[config.mk]
export PLATFORM = sky130hd
export DESIGN_NAME = mem_bus_responder_flat
export DESIGN_NICKNAME = d
export VERILOG_FILES = /design/src/rtl/mem_bus_responder_pkg.sv /design/src/rtl/mem_bus_responder_if.sv /design/src/rtl/load_align.sv /design/src/rtl/mem_bus_responder.sv /design/src/flat_wrapper.sv
export SDC_FILE = /design/constraint.sdc
export NUM_CORES = 1
export LEC_CHECK = 0
export CAP_MARGIN = 20
export CORE_UTILIZATION = 39
export CTS_CLUSTER_DIAMETER = 30
export DETAILED_ROUTE_END_ITERATION = 8
export DONT_BUFFER_PORTS = 1
export MAX_ROUTING_LAYER = met4
export PLACE_DENSITY_LB_ADDON = 0.15
export SYNTH_ARGS = -nofsm -noshare
export SYNTH_HDL_FRONTEND = slang
export SYNTH_SLANG_ARGS = --single-unit
[constraint.sdc]
create_clock -name clk -period 1.81 [get_ports clk]
set_input_delay 0.543 -clock clk [delete_from_list [all_inputs] [get_ports clk]]
set_output_delay 0.543 -clock clk [all_outputs]
set_load 0.05 [all_outputs]
[src/rtl/mem_bus_responder_pkg.sv]
// Shared definitions for the processor/memory bus: funct3 size codes, MMIO
// register offsets and the responder FSM encoding.
package mem_bus_responder_pkg;

    localparam logic [2:0] SizeB  = 3'd0;
    localparam logic [2:0] SizeH  = 3'd1;
    localparam logic [2:0] SizeW  = 3'd2;
    localparam logic [2:0] SizeBu = 3'd4;
    localparam logic [2:0] SizeHu = 3'd5;

    localparam logic [15:0] MmioLedOff = 16'h0000;
    localparam logic [15:0] MmioSwOff  = 16'h0004;

    typedef enum logic [1:0] {
        StIdle   = 2'd0,
        StAccess = 2'd1,
        StWaitRd = 2'd2,
        StResp   = 2'd3
    } state_t;

    // Size/alignment legality of a request; unsigned sizes cannot be stored.
    function automatic logic req_fmt_err(input logic we, input logic [2:0] size,
                                         input logic [1:0] lo);
        logic err;
        err = 1'b1;
        case (size)
            SizeB:   err = 1'b0;
            SizeBu:  err = we;
            SizeH:   err = lo[0];
            SizeHu:  err = we | lo[0];
            SizeW:   err = |lo;
            default: err = 1'b1;
        endcase
        return err;
    endfunction

endpackage

[src/rtl/mem_bus_responder_if.sv]
// Processor request/response channel plus the RAM port of the responder.
interface mem_bus_responder_if;

    logic        req_valid;
    logic        req_ready;
    logic        req_we;
    logic [15:0] req_addr;
    logic [2:0]  req_size;
    logic [31:0] req_wdata;

    logic        rsp_valid;
    logic        rsp_err;
    logic [31:0] rsp_rdata;

    logic [13:0] ram_addr;
    logic [3:0]  ram_byteena;
    logic        ram_wren;
    logic        ram_rden;
    logic [31:0] ram_wdata;
    logic [31:0] ram_q;

    modport master (
        output req_valid, req_we, req_addr, req_size, req_wdata,
        input  req_ready, rsp_valid, rsp_err, rsp_rdata
    );

    modport slave (
        input  req_valid, req_we, req_addr, req_size, req_wdata, ram_q,
        output req_ready, rsp_valid, rsp_err, rsp_rdata,
        output ram_addr, ram_byteena, ram_wren, ram_rden, ram_wdata
    );

    modport ram (
        input  ram_addr, ram_byteena, ram_wren, ram_rden, ram_wdata,
        output ram_q
    );

endinterface

[src/rtl/load_align.sv]
// Selects the addressed byte/half of a loaded word and sign- or zero-extends it
// according to the funct3 size code.
module load_align
    import mem_bus_responder_pkg::*;
(
    input  logic [31:0] word,
    input  logic [1:0]  offset,
    input  logic [2:0]  size,
    output logic [31:0] data
);

    logic [31:0] shifted;

    assign shifted = word >> {offset, 3'b000};

    always_comb begin
        data = word;
        case (size)
            SizeB:   data = {{24{shifted[7]}}, shifted[7:0]};
            SizeBu:  data = {24'b0, shifted[7:0]};
            SizeH:   data = {{16{shifted[15]}}, shifted[15:0]};
            SizeHu:  data = {16'b0, shifted[15:0]};
            default: data = word;
        endcase
    end

endmodule

[src/rtl/mem_bus_responder.sv]
// Single-outstanding memory responder: routes processor loads/stores to a
// synchronous RAM or to the LED/switch MMIO registers, one response per request.
module mem_bus_responder
    import mem_bus_responder_pkg::*;
#(
    parameter int unsigned READ_LATENCY = 2,
    parameter logic [15:0] MMIO_BASE    = 16'hF000
) (
    input  logic                      clk,
    input  logic                      rst,
    mem_bus_responder_if.slave        bus,
    output logic [9:0]                led_out,
    input  logic [9:0]                sw_in
);

    localparam logic [15:0] LedAddr = MMIO_BASE + MmioLedOff;
    localparam logic [15:0] SwAddr  = MMIO_BASE + MmioSwOff;
    localparam logic [1:0]  CntInit = 2'(READ_LATENCY - 1);

    state_t      state_q, state_d;
    logic        we_q;
    logic [15:0] addr_q;
    logic [2:0]  size_q;
    logic [31:0] wdata_q;
    logic        err_q;
    logic        hold_q, hold_d;
    logic [1:0]  cnt_q, cnt_d;
    logic [31:0] rdata_q, rdata_d;
    logic [9:0]  led_q, led_d;

    logic        accept, mmio_bad, req_err, is_ram, ram_access, rsp_valid;
    logic [3:0]  store_be;
    logic [31:0] store_data, align_data;

    assign accept   = bus.req_valid && (state_q == StIdle);
    // Switches are read-only; everything in the window besides the two registers is unmapped.
    assign mmio_bad = (bus.req_addr >= MMIO_BASE) &&
                      !((bus.req_addr == LedAddr) || (!bus.req_we && bus.req_addr == SwAddr));
    assign req_err  = req_fmt_err(bus.req_we, bus.req_size, bus.req_addr[1:0]) || mmio_bad;
    assign is_ram     = addr_q < MMIO_BASE;
    assign ram_access = (state_q == StAccess) && is_ram;

    load_align u_load_align (
        .word   (bus.ram_q),
        .offset (addr_q[1:0]),
        .size   (size_q),
        .data   (align_data)
    );

    always_ff @(posedge clk or negedge rst) begin
        if (!rst) begin
            state_q <= StIdle;
            we_q    <= 1'b0;
            addr_q  <= '0;
            size_q  <= '0;
            wdata_q <= '0;
            err_q   <= 1'b0;
            hold_q  <= 1'b0;
            cnt_q   <= '0;
            rdata_q <= '0;
            led_q   <= '0;
        end else begin
            state_q <= state_d;
            hold_q  <= hold_d;
            cnt_q   <= cnt_d;
            rdata_q <= rdata_d;
            led_q   <= led_d;
            if (accept) begin
                we_q    <= bus.req_we;
                addr_q  <= bus.req_addr;
                size_q  <= bus.req_size;
                wdata_q <= bus.req_wdata;
                err_q   <= req_err;
            end
        end
    end

    // Errors spend two cycles in StResp so their response lands where a store's would.
    always_comb begin
        state_d = state_q;
        hold_d  = hold_q;
        cnt_d   = cnt_q;
        rdata_d = rdata_q;
        led_d   = led_q;
        case (state_q)
            StIdle: begin
                if (accept) begin
                    state_d = req_err ? StResp : StAccess;
                    hold_d  = req_err;
                end
            end
            StAccess: begin
                if (we_q) begin
                    rdata_d = '0;
                    if (!is_ram) led_d = wdata_q[9:0];
                    state_d = StResp;
                end else if (is_ram) begin
                    cnt_d   = CntInit;
                    state_d = StWaitRd;
                end else begin
                    rdata_d = (addr_q == SwAddr) ? {22'b0, sw_in} : {22'b0, led_q};
                    state_d = StResp;
                end
            end
            StWaitRd: begin
                if (cnt_q == 2'd0) begin
                    rdata_d = align_data;
                    state_d = StResp;
                end else begin
                    cnt_d = cnt_q - 2'd1;
                end
            end
            StResp: begin
                if (hold_q) begin
                    hold_d  = 1'b0;
                    rdata_d = '0;
                end else begin
                    state_d = StIdle;
                end
            end
            default: state_d = StIdle;
        endcase
    end

    always_comb begin
        store_be   = 4'b1111;
        store_data = wdata_q;
        case (size_q)
            SizeB: begin
                store_be   = 4'b0001 << addr_q[1:0];
                store_data = {4{wdata_q[7:0]}};
            end
            SizeH: begin
                store_be   = 4'b0011 << addr_q[1:0];
                store_data = {2{wdata_q[15:0]}};
            end
            default: ;
        endcase
    end

    assign rsp_valid       = (state_q == StResp) && !hold_q;
    assign bus.req_ready   = (state_q == StIdle);
    assign bus.rsp_valid   = rsp_valid;
    assign bus.rsp_err     = rsp_valid && err_q;
    assign bus.rsp_rdata   = rdata_q;
    assign bus.ram_addr    = addr_q[15:2];
    assign bus.ram_wren    = ram_access && we_q;
    assign bus.ram_rden    = ram_access && !we_q;
    assign bus.ram_byteena = ram_access ? (we_q ? store_be : 4'b1111) : 4'b0000;
    assign bus.ram_wdata   = (ram_access && we_q) ? store_data : 32'h0;
    assign led_out         = led_q;

endmodule

[src/flat_wrapper.sv]
// flat-port wrapper written by rule: the top's interface ports become plain ports
module mem_bus_responder_flat import mem_bus_responder_pkg::*;
#(
    parameter int unsigned READ_LATENCY = 2,
    parameter logic [15:0] MMIO_BASE    = 16'hF000
)
  (clk, rst, led_out, sw_in, bus_req_valid, bus_req_we, bus_req_addr, bus_req_size, bus_req_wdata, bus_ram_q, bus_req_ready, bus_rsp_valid, bus_rsp_err, bus_rsp_rdata, bus_ram_addr, bus_ram_byteena, bus_ram_wren, bus_ram_rden, bus_ram_wdata);
  mem_bus_responder_if bus_i ();
  input  logic clk;
  input  logic rst;
  output logic [9:0] led_out;
  input  logic [9:0] sw_in;
  input wire logic [$bits(bus_i.req_valid)-1:0] bus_req_valid;
  input wire logic [$bits(bus_i.req_we)-1:0] bus_req_we;
  input wire logic [$bits(bus_i.req_addr)-1:0] bus_req_addr;
  input wire logic [$bits(bus_i.req_size)-1:0] bus_req_size;
  input wire logic [$bits(bus_i.req_wdata)-1:0] bus_req_wdata;
  input wire logic [$bits(bus_i.ram_q)-1:0] bus_ram_q;
  output wire logic [$bits(bus_i.req_ready)-1:0] bus_req_ready;
  output wire logic [$bits(bus_i.rsp_valid)-1:0] bus_rsp_valid;
  output wire logic [$bits(bus_i.rsp_err)-1:0] bus_rsp_err;
  output wire logic [$bits(bus_i.rsp_rdata)-1:0] bus_rsp_rdata;
  output wire logic [$bits(bus_i.ram_addr)-1:0] bus_ram_addr;
  output wire logic [$bits(bus_i.ram_byteena)-1:0] bus_ram_byteena;
  output wire logic [$bits(bus_i.ram_wren)-1:0] bus_ram_wren;
  output wire logic [$bits(bus_i.ram_rden)-1:0] bus_ram_rden;
  output wire logic [$bits(bus_i.ram_wdata)-1:0] bus_ram_wdata;
  assign bus_i.req_valid = bus_req_valid;
  assign bus_i.req_we = bus_req_we;
  assign bus_i.req_addr = bus_req_addr;
  assign bus_i.req_size = bus_req_size;
  assign bus_i.req_wdata = bus_req_wdata;
  assign bus_i.ram_q = bus_ram_q;
  assign bus_req_ready = bus_i.req_ready;
  assign bus_rsp_valid = bus_i.rsp_valid;
  assign bus_rsp_err = bus_i.rsp_err;
  assign bus_rsp_rdata = bus_i.rsp_rdata;
  assign bus_ram_addr = bus_i.ram_addr;
  assign bus_ram_byteena = bus_i.ram_byteena;
  assign bus_ram_wren = bus_i.ram_wren;
  assign bus_ram_rden = bus_i.ram_rden;
  assign bus_ram_wdata = bus_i.ram_wdata;
  mem_bus_responder #(.READ_LATENCY(READ_LATENCY), .MMIO_BASE(MMIO_BASE)) u_core (.clk(clk), .rst(rst), .bus(bus_i), .led_out(led_out), .sw_in(sw_in));
endmodule
# Word-level counts from Yosys, hierarchy flattened
# Cells that the tools add are included.
# W data, S select, Z words.
word_totals:
  regBits: 100
  out_inout_bits: 97
classes:
  n_addsub: 1
  n_lt_le_gt_ge: 2
  n_bitwise: 2
  shifts: 3
  n_eq_ne: 21
  reduce_logical: 27
  n_mux: 26
op_table:
  columns: ["cell", "n"]
  rows:
  - ["$mux W32", 5]
  - ["$pmux W32 S4", 1]
  - ["$pmux W32 S3", 1]
  - ["$pmux W32 S2", 1]
  - ["$eq A16 B16 Y1 const B", 3]
  - ["$shr A32 B5 Y16", 1]
  - ["$ge A16 B16 Y1 const B", 1]
  - ["$lt A16 B16 Y1 const B", 1]
  - ["$mux W2", 8]
  - ["$eq A3 B3 Y1 const B", 4]
  - ["$mux W10", 1]
  - ["$logic_and A1 B1 Y1", 8]
  - ["$mux W4", 2]
  - ["$ne A2 B1 Y1 const B", 4]
  - ["$pmux W2 S4", 1]
  - ["$pmux W4 S2", 1]
  - ["$reduce_and A4 Y1", 2]
  - ["$eq A3 B1 Y1 const B", 2]
  - ["$logic_not A3 Y1", 2]
  - ["$ne A2 B2 Y1 const B", 3]
  - ["$reduce_and A3 Y1", 2]
  - ["$pmux W1 S5", 1]
  - ["$eq A2 B2 Y1 const B", 2]
  - ["$logic_not A1 Y1", 4]
  - ["17 further kinds", 21]

# Longest topological paths before layout
# Gate-level depths: netlist (run 1).
logic_depth:
  depth_word: 9
  depth_mapped: 8

# Cells and area by module
# Synthesis (run 1) repeated with hierarchy kept, for this count alone.
hier_totals:
  hier_cells: 578
  area_unflattened_um2: 5741.8
modules_own_cells:
  columns: ["mod", "n_inst", "area_per_inst_um2", "cells_each"]
  rows:
  - ["mem_bus_responder", 1, 5026.1, 467]
  - ["load_align", 1, 715.7, 111]

# Worst setup path after synthesis (run 1)
# No wires, ideal clock.
synth_timing:
  path_type: "reg-to-output"
  start: "register u_core.state_q[1]"
  end: "output port bus_ram_wdata[27]"
  t_arrival_ns: 2.367
  stages_incl_launch_ff: 6
  setup_slack_ns: -1.100
  path_buffers: 1
  cell_sequence: "dfrtp_1 -> inv_1 -> ha_1 -> nand3_1 -> clkbuf_1 -> a211oi_1"
synth_via:
  elab_chain_cells: 4
synth_lines:
  columns: ["element", "line", "rtl"]
  rows:
  - ["start, declared", "mem_bus_responder.sv:20", "state_t state_q, state_d;"]
  - ["start signal, assigned", "mem_bus_responder.sv:52", "state_q <= StIdle;"]
  - ["start signal, assigned", "mem_bus_responder.sv:63", "state_q <= state_d;"]
  - ["$eq A2 B1 Y1", "mem_bus_responder.sv:41", "assign ram_access = (state_q == StAccess) && is_ram;"]
  - ["$logic_and A1 B1 Y1", "mem_bus_responder.sv:41", null]
  - ["$logic_and A1 B1 Y1", "mem_bus_responder.sv:150", "assign bus.ram_wdata = (ram_access && we_q) ? store_data : 32'h0;"]
  - ["$mux W32", "mem_bus_responder.sv:150", null]
  - ["end, declared", "flat_wrapper.sv:27", "output wire logic [$bits(bus_i.ram_wdata)-1:0] bus_ram_wdata;"]
# Every way passes these cells.

# Final worst setup path (run 1)
layout_timing:
  start: "register u_core.state_q[1]"
  end: "output port bus_ram_wdata[31]"
# Same word-level chain as after synthesis.

==> impl_metrics.json, run 1 <==
{
  "finalSetupViolCount": 104,
  "routed_via_density": 5.72,
  "overflow": 0,
  "worst_pin_slew_ns": 0.592,
  "drive_gt1_share_pct": 50.9,
  "hold_violations": 100,
  "pre_cts_ws_ns": -0.228,
  "async_flop_share_pct": 100,
  "path_common_cell": "buf_12",
  "grt_max_degree": 101,
  "die_w_um": 121,
  "synth_top_area_share_pct": 45.2,
  "cts-buffers-inserted": 9,
  "critical_path.slowest_cell": "dfrtp_1",
  "yosysTopAreaCell": "dfrtp_1",
  "ios": 194,
  "clockBufferDepth": 2,
  "cp_slowest_stage_delay_ns": 0.42,
  "area_delta_synth_final_pct": 53.9,
  "clk_latency_ns": 0.36,
  "violations": "negative hold slack, negative setup slack",
  "cp.required_ns": 1.27,
  "gp_congestion": 0.834,
  "synth_seq_area_share_pct": 45.2,
  "syn_nets": 664,
  "die_y_um": 121,
  "cts.reportedPaths.clkPinSlew_ns": 0.07,
  "setup_slack_ns": -0.524,
  "netlist_area_um2": 5540,
  "antenna_found_initial": 2,
  "gr-usage-all-layers_pct": 26.1,
  "status": "complete, but fails checks",
  "yosys_warnings": 0,
  "synth-edff-count": 0,
  "p_per_area_nw_per_um2": 2290,
  "totalWireLength_mm": 18.9,
  "synthDistinctLibCells": 53,
  "holdWs_ns": -0.124,
  "stdcell_count": 868,
  "ctsRootBufferMaster": "clkbuf_16",
  "grt_pass1_vias": 5040,
  "dpl.hpwl_mm": 12.9,
  "first_pass_iters": 5,
  "fillers": 1110,
  "max_freq_mhz": 428,
  "clock_sinks": 100,
  "start_util_pct": 39.9,
  "avgSynthCellArea_um2": 9.86,
  "rows": 43,
  "cts_tree": "built",
  "grt_pass1_wl_mm": 28.0,
  "final_cell_area_um2": 8530,
  "leakage_uw": 0.00355,
  "fin_crit_sh_pct": 129,
  "drv_cap": 0,
  "h-tree-depth": 3,
  "period_minus_slack_ns": 2.33,
  "power.total_uw": 19500,
  "nets": 784,
  "slew_headroom_pct": 60.5,
  "drtIter0Drc": 261,
  "slew_violations": 0,
  "post_dp_cell_area_um2": 7190,
  "netlist_instances": 562,
  "peakVddDrop_uv": 933,
  "skew_ns": 0.00771,
  "drc_errors": 0,
  "arrival_ns": 1.79,
  "hp-class": "primary input to async pin",
  "synth_area_leaders": "dfrtp_1 (45%), mux2_2 (12%), nand2_1 (4.8%), a21oi_1 (3.9%), mux2i_1 (3.3%)",
  "start_kind": "register",
  "ys.flop_type": "dfrtp_1",
  "port_buffers": 0,
  "routedWlPerCell_um": 21.8,
  "core_area_um2": 13900,
  "cp_max_fo": 11,
  "postRouteAntennaNets": 0,
  "end_kind": "output port",
  "rsz0062_at_grt": "yes",
  "dp.cells": 803,
  "worstPathCellList": "inv_2 -> ha_4 -> nand3_4 -> buf_12 -> a211oi_4 -> buf_12",
  "ys_ff_latch": 100,
  "path_class": "register to output port",
  "num_vias": 4964,
  "dieArea_um2": 14700
}
-- power by group --
group	internal [uW]	switching, uW	leakage, uW
logic	5730	6610	0.00218
registers	3230	2110	0.00124
clock network	927	877	0.000135
-- state kept, by name, indices dropped and copies added, names as in the netlist --
signal / flops
u_core.size_q: 3
u_core.cnt_q: 2
u_core.wdata_q: 32
u_core.addr_q: 16
u_core.led_out: 10
u_core.hold_q: 1
u_core.bus.rsp_rdata: 32
u_core.state_q: 2
u_core.err_q: 1
u_core.we_q: 1
-- layer usage --
| layer | wire (um) | track usage [%] |
|---|---|---|
| met1 | 7280 | 29.9 |
| met2 | 9400 | 41.0 |
| met3 | 1460 | 8.18 |
| met4 | 737 | 13.2 |
| met5 | 0 | - |
-- final cells by class --
class | instances | area [um^2] | area share, %
inverter | 14 | 58.8 | 0.690
timing repair inverter | 1 | 7.51 | 0.0881
clock inverter | 6 | 41.3 | 0.484
sequential | 100 | 2510 | 29.4
timing repair buffer | 156 | 1930 | 22.6
multi-input combinational | 400 | 3530 | 41.4
clock buffer | 9 | 225 | 2.64
antenna | 2 | 5.00 | 0.0587
tap | 180 | 225 | 2.64
-- synthesized netlist by cell type (all sizes together), types with 2 or more instances --
cell,n
dfrtp,100
nand2,72
mux2,69
a21oi,43
nor2,33
o21ai,29
buf,28
clkbuf,23
a31oi,18
mux2i,18
a22oi,14
inv,14
and2,11
nor2b,11
o211ai,10
a211oi,8
nand3,7
a22o,6
ha,5
nor4,5
nand4,4
o31ai,4
o221ai,3
a2bb2oi,2
and4,2
nor3,2
nor4b,2
or2,2
or3,2
-- per-stage QoR --
step	util, %	TNS, ns
2_1_floorplan	-	-21.03
3_3_place_gp	51.8	-5.87
3_5_place_dp	51.8	-9.00
4_1_cts	58.0	-23.81
5_1_grt	61.4	-33.03
6_report	61.4	-28.20
-- what timing repair did --
item	4_1_cts	5_1_grt
setup buffers	25	12
setup endpoints to repair	74	137
pin swaps	35	16
gates cloned	6	7
gates resized for setup	96	48
hold endpoints to repair	100	100
-- cells in the final DEF, fill, tap and decap left out, types with 10 or more instances in the layout --
master,n
a21oi_1,27
a21oi_4,16
a22oi_1,13
and2_4,11
buf_12,40
buf_4,73
buf_6,31
clkbuf_16,14
dfrtp_1,97
inv_1,10
mux2_1,10
mux2_2,58
mux2i_1,18
nand2_1,48
nand2_2,14
nor2_1,24
o211ai_1,10
o21ai_0,11
-- kinds of logic (layout without fill, tap and decap cells) --
family                     Yosys count  in the layout  share of synthesized area (%)
other                                0              2                              0
AOI/OAI and AO/OA                  144            144                           16.7
muxes                               87             87                           17.3
and+or+nand+nor                    161            164                           13.9
buffers and inverters               65            186                           5.85
adders and majority gates            5              5                           1.13
DFF                                100            100                           45.2
-- path summary, 6_finish.rpt --
| check | cells past startpoint | startpoint | to | slack (ns) |
|---|---|---|---|---|
| worst max register to register | 9 | u_core.state_q[0]$_DFFE_PN0P_ | u_core.bus.rsp_rdata[30]$_DFFE_PN0P_ | -0.33 |
| worst min-delay path | 0 | rst | u_core.err_q$_DFFE_PN0P_ | -0.12 |
| worst max-delay path | 6 | u_core.state_q[1]$_DFFE_PN0P_ | bus_ram_wdata[31] | -0.52 |
| worst min register to register | 1 | u_core.wdata_q[16]$_DFFE_PN0P_ | u_core.wdata_q[16]$_DFFE_PN0P_ | 0.51 |
| min in group clk | 1 | bus_req_wdata[24] | u_core.wdata_q[24]$_DFFE_PN0P_ | 0.33 |
| max in group asynchronous | 0 | rst | u_core.size_q[0]$_DFFE_PN0P_ | 1.70 |
-- worst max-delay path, delay by kind of cell, from the launching register on --
family	cells	cell delay (ns)
flops	1	0.42
simple gates	1	0.14
fa+ha+maj	1	0.16
compound gates	1	0.22
buf+inv	3	0.49
(Power assumes the default switching activity.)
==> inputs of run 2 (changes only) <==
clock period = 2.5 ns   (was 1.81 ns; I/O delays follow)
==> run 2 against run 1 <==
- the run now ends clean
- sequential share of layout area increased by 5.5 points
- clock power fell by 19%
- routed wire length shrank 11%
- worst setup slack gained 0.53 ns
- sequential cell count stayed put
- global-route usage fell by 2.2 points
- first-iteration DRC count is 14% higher
- cell area decreased by 16%
- power is 39% lower
- highest routed layer unchanged
==> impl_metrics.json, run 2 (synthesized netlist as in run 1, its figures left out) <==
{
  "antenna_found_initial": 0,
  "fin_setup_tns_ns": 0,
  "clock_sinks": 100,
  "die_y_um": 121,
  "start_util_pct": 39.9,
  "gr-usage-all-layers_pct": 23.8,
  "critical_path.slowest_cell": "dfrtp_2",
  "first_pass_iters": 4,
  "core_area_um2": 13900,
  "status": "finished, final reports clean",
  "die_w_um": 121,
  "num_vias": 4495,
  "routedWlPerCell_um": 21.1,
  "dpl.hpwl_mm": 12.2,
  "arrival_ns": 1.75,
  "cts-buffers-inserted": 9,
  "cp.required_ns": 1.75,
  "drc_errors": 0,
  "clk_latency_ns": 0.36,
  "fin_crit_sh_pct": 99.9,
  "skew_ns": 0.00957,
  "leakage_uw": 0.00298,
  "gp_congestion": 0.872,
  "rsz0062_at_grt": "yes",
  "p_per_area_nw_per_um2": 1650,
  "drv_cap": 0,
  "grt_pass1_vias": 4749,
  "cts_tree": "built",
  "dieArea_um2": 14700,
  "finalSetupViolCount": 0,
  "rows": 43,
  "slew_headroom_pct": 59.4,
  "grt_pass1_wl_mm": 25.7,
  "drtIter0Drc": 297,
  "final_common_cell": "dfrtp_1",
  "critPathTopFamily": "simple AND/OR/NAND/NOR gates",
  "max_freq_mhz": 400,
  "holdBufCountCts": 0,
  "worstPathCellList": "or2_4 -> nor2_4 -> buf_6 -> nand2_1 -> a21oi_4 -> buf_12",
  "h-tree-depth": 3,
  "cp_max_fo": 5,
  "setup_slack_ns": 0.00191,
  "path_class": "register to output port",
  "slew_violations": 0,
  "ctsRootBufferMaster": "clkbuf_16",
  "end_kind": "output port",
  "routed_via_density": 5.66,
  "start_kind": "register",
  "peakVddDrop_uv": 711,
  "port_buffers": 0,
  "worst_pin_slew_ns": 0.607,
  "power.total_uw": 11900,
  "grt_max_degree": 101,
  "area_delta_synth_final_pct": 29.8,
  "period_minus_slack_ns": 2.50,
  "ios": 194,
  "overflow": 0,
  "dp.cells": 756,
  "cp.buffers_inverters": 2,
  "cts.reportedPaths.clkPinSlew_ns": 0.07,
  "cp_slowest_stage_delay_ns": 0.44,
  "hold_violations": 0,
  "hp-class": "primary input to async pin",
  "clockBufferDepth": 2,
  "holdWs_ns": 0.0844,
  "stdcell_count": 794,
  "nets": 711,
  "drive_gt1_share_pct": 37.5,
  "totalWireLength_mm": 16.7,
  "antenna_cells": 0,
  "postRouteAntennaNets": 0,
  "pre_cts_ws_ns": 0.125,
  "layout_common_cells": "dfrtp_1 (94), nand2_1 (68), mux2_2 (59), buf_4 (52)"
}
run 2: metrics by stage:
stage	area [um^2]	util, %
after floorplan	5830	-
after global placement	6480	46.7
after detailed placement	6480	46.7
after CTS	7000	50.4
after global routing	7190	51.8
final	7190	51.8
run 2: final cells by class:
class                      count  area, um^2
timing repair buffer          86         942
fill                        1239        6690
tap                          180         225
sequential                   100        2510
multi-input combinational    397        3140
inverter                      14        56.3
timing repair inverter         1        7.51
clock inverter                 6        71.3
clock buffer                  10         239
run 2: power breakdown:
group	total [uW]	leakage [uW]	internal, uW	switching, uW
clock	1460	0.000145	810	646
sequential	3980	0.00124	2340	1640
combinational	6430	0.00160	2640	3790
total	11900	0.00298	5790	6070
run 2: final timing paths:
check | startpoint | end | slack [ns] | depth (start not counted)
max | u_core.size_q[2]$_DFFE_PN0P_ | bus_ram_wdata[8] | 0.002 | 6
min in group clk | u_core.err_q$_DFFE_PN0P_ | u_core.err_q$_DFFE_PN0P_ | 0.51 | 1
max in group asynchronous | rst | u_core.state_q[0]$_DFFE_PN0P_ | 2.20 | 0
min | rst | u_core.bus.rsp_rdata[22]$_DFFE_PN0P_ | 0.08 | 0
min reg2reg | u_core.err_q$_DFFE_PN0P_ | u_core.err_q$_DFFE_PN0P_ | 0.51 | 1
max reg2reg | u_core.state_q[1]$_DFFE_PN0P_ | u_core.bus.rsp_rdata[15]$_DFFE_PN0P_ | 0.20 | 8
run 2: routing by layer:
| layer | wire [um] | vias up | track usage [%] |
|---|---|---|---|
| li1 | - | 2092 | - |
| met1 | 6610 | 2223 | 26.2 |
| met2 | 8210 | 163 | 39.4 |
| met3 | 1590 | 17 | 8.51 |
| met4 | 320 | 0 | 9.03 |
| met5 | 0 | - | - |
run 2: timing repair:
action,4_1_cts,5_1_grt
endpoints found under the setup margin,34,35
gates cloned,2,2
pin swaps,1,6
gates resized for setup,33,34
hold endpoints to repair,0,0
buffers inserted,5,13
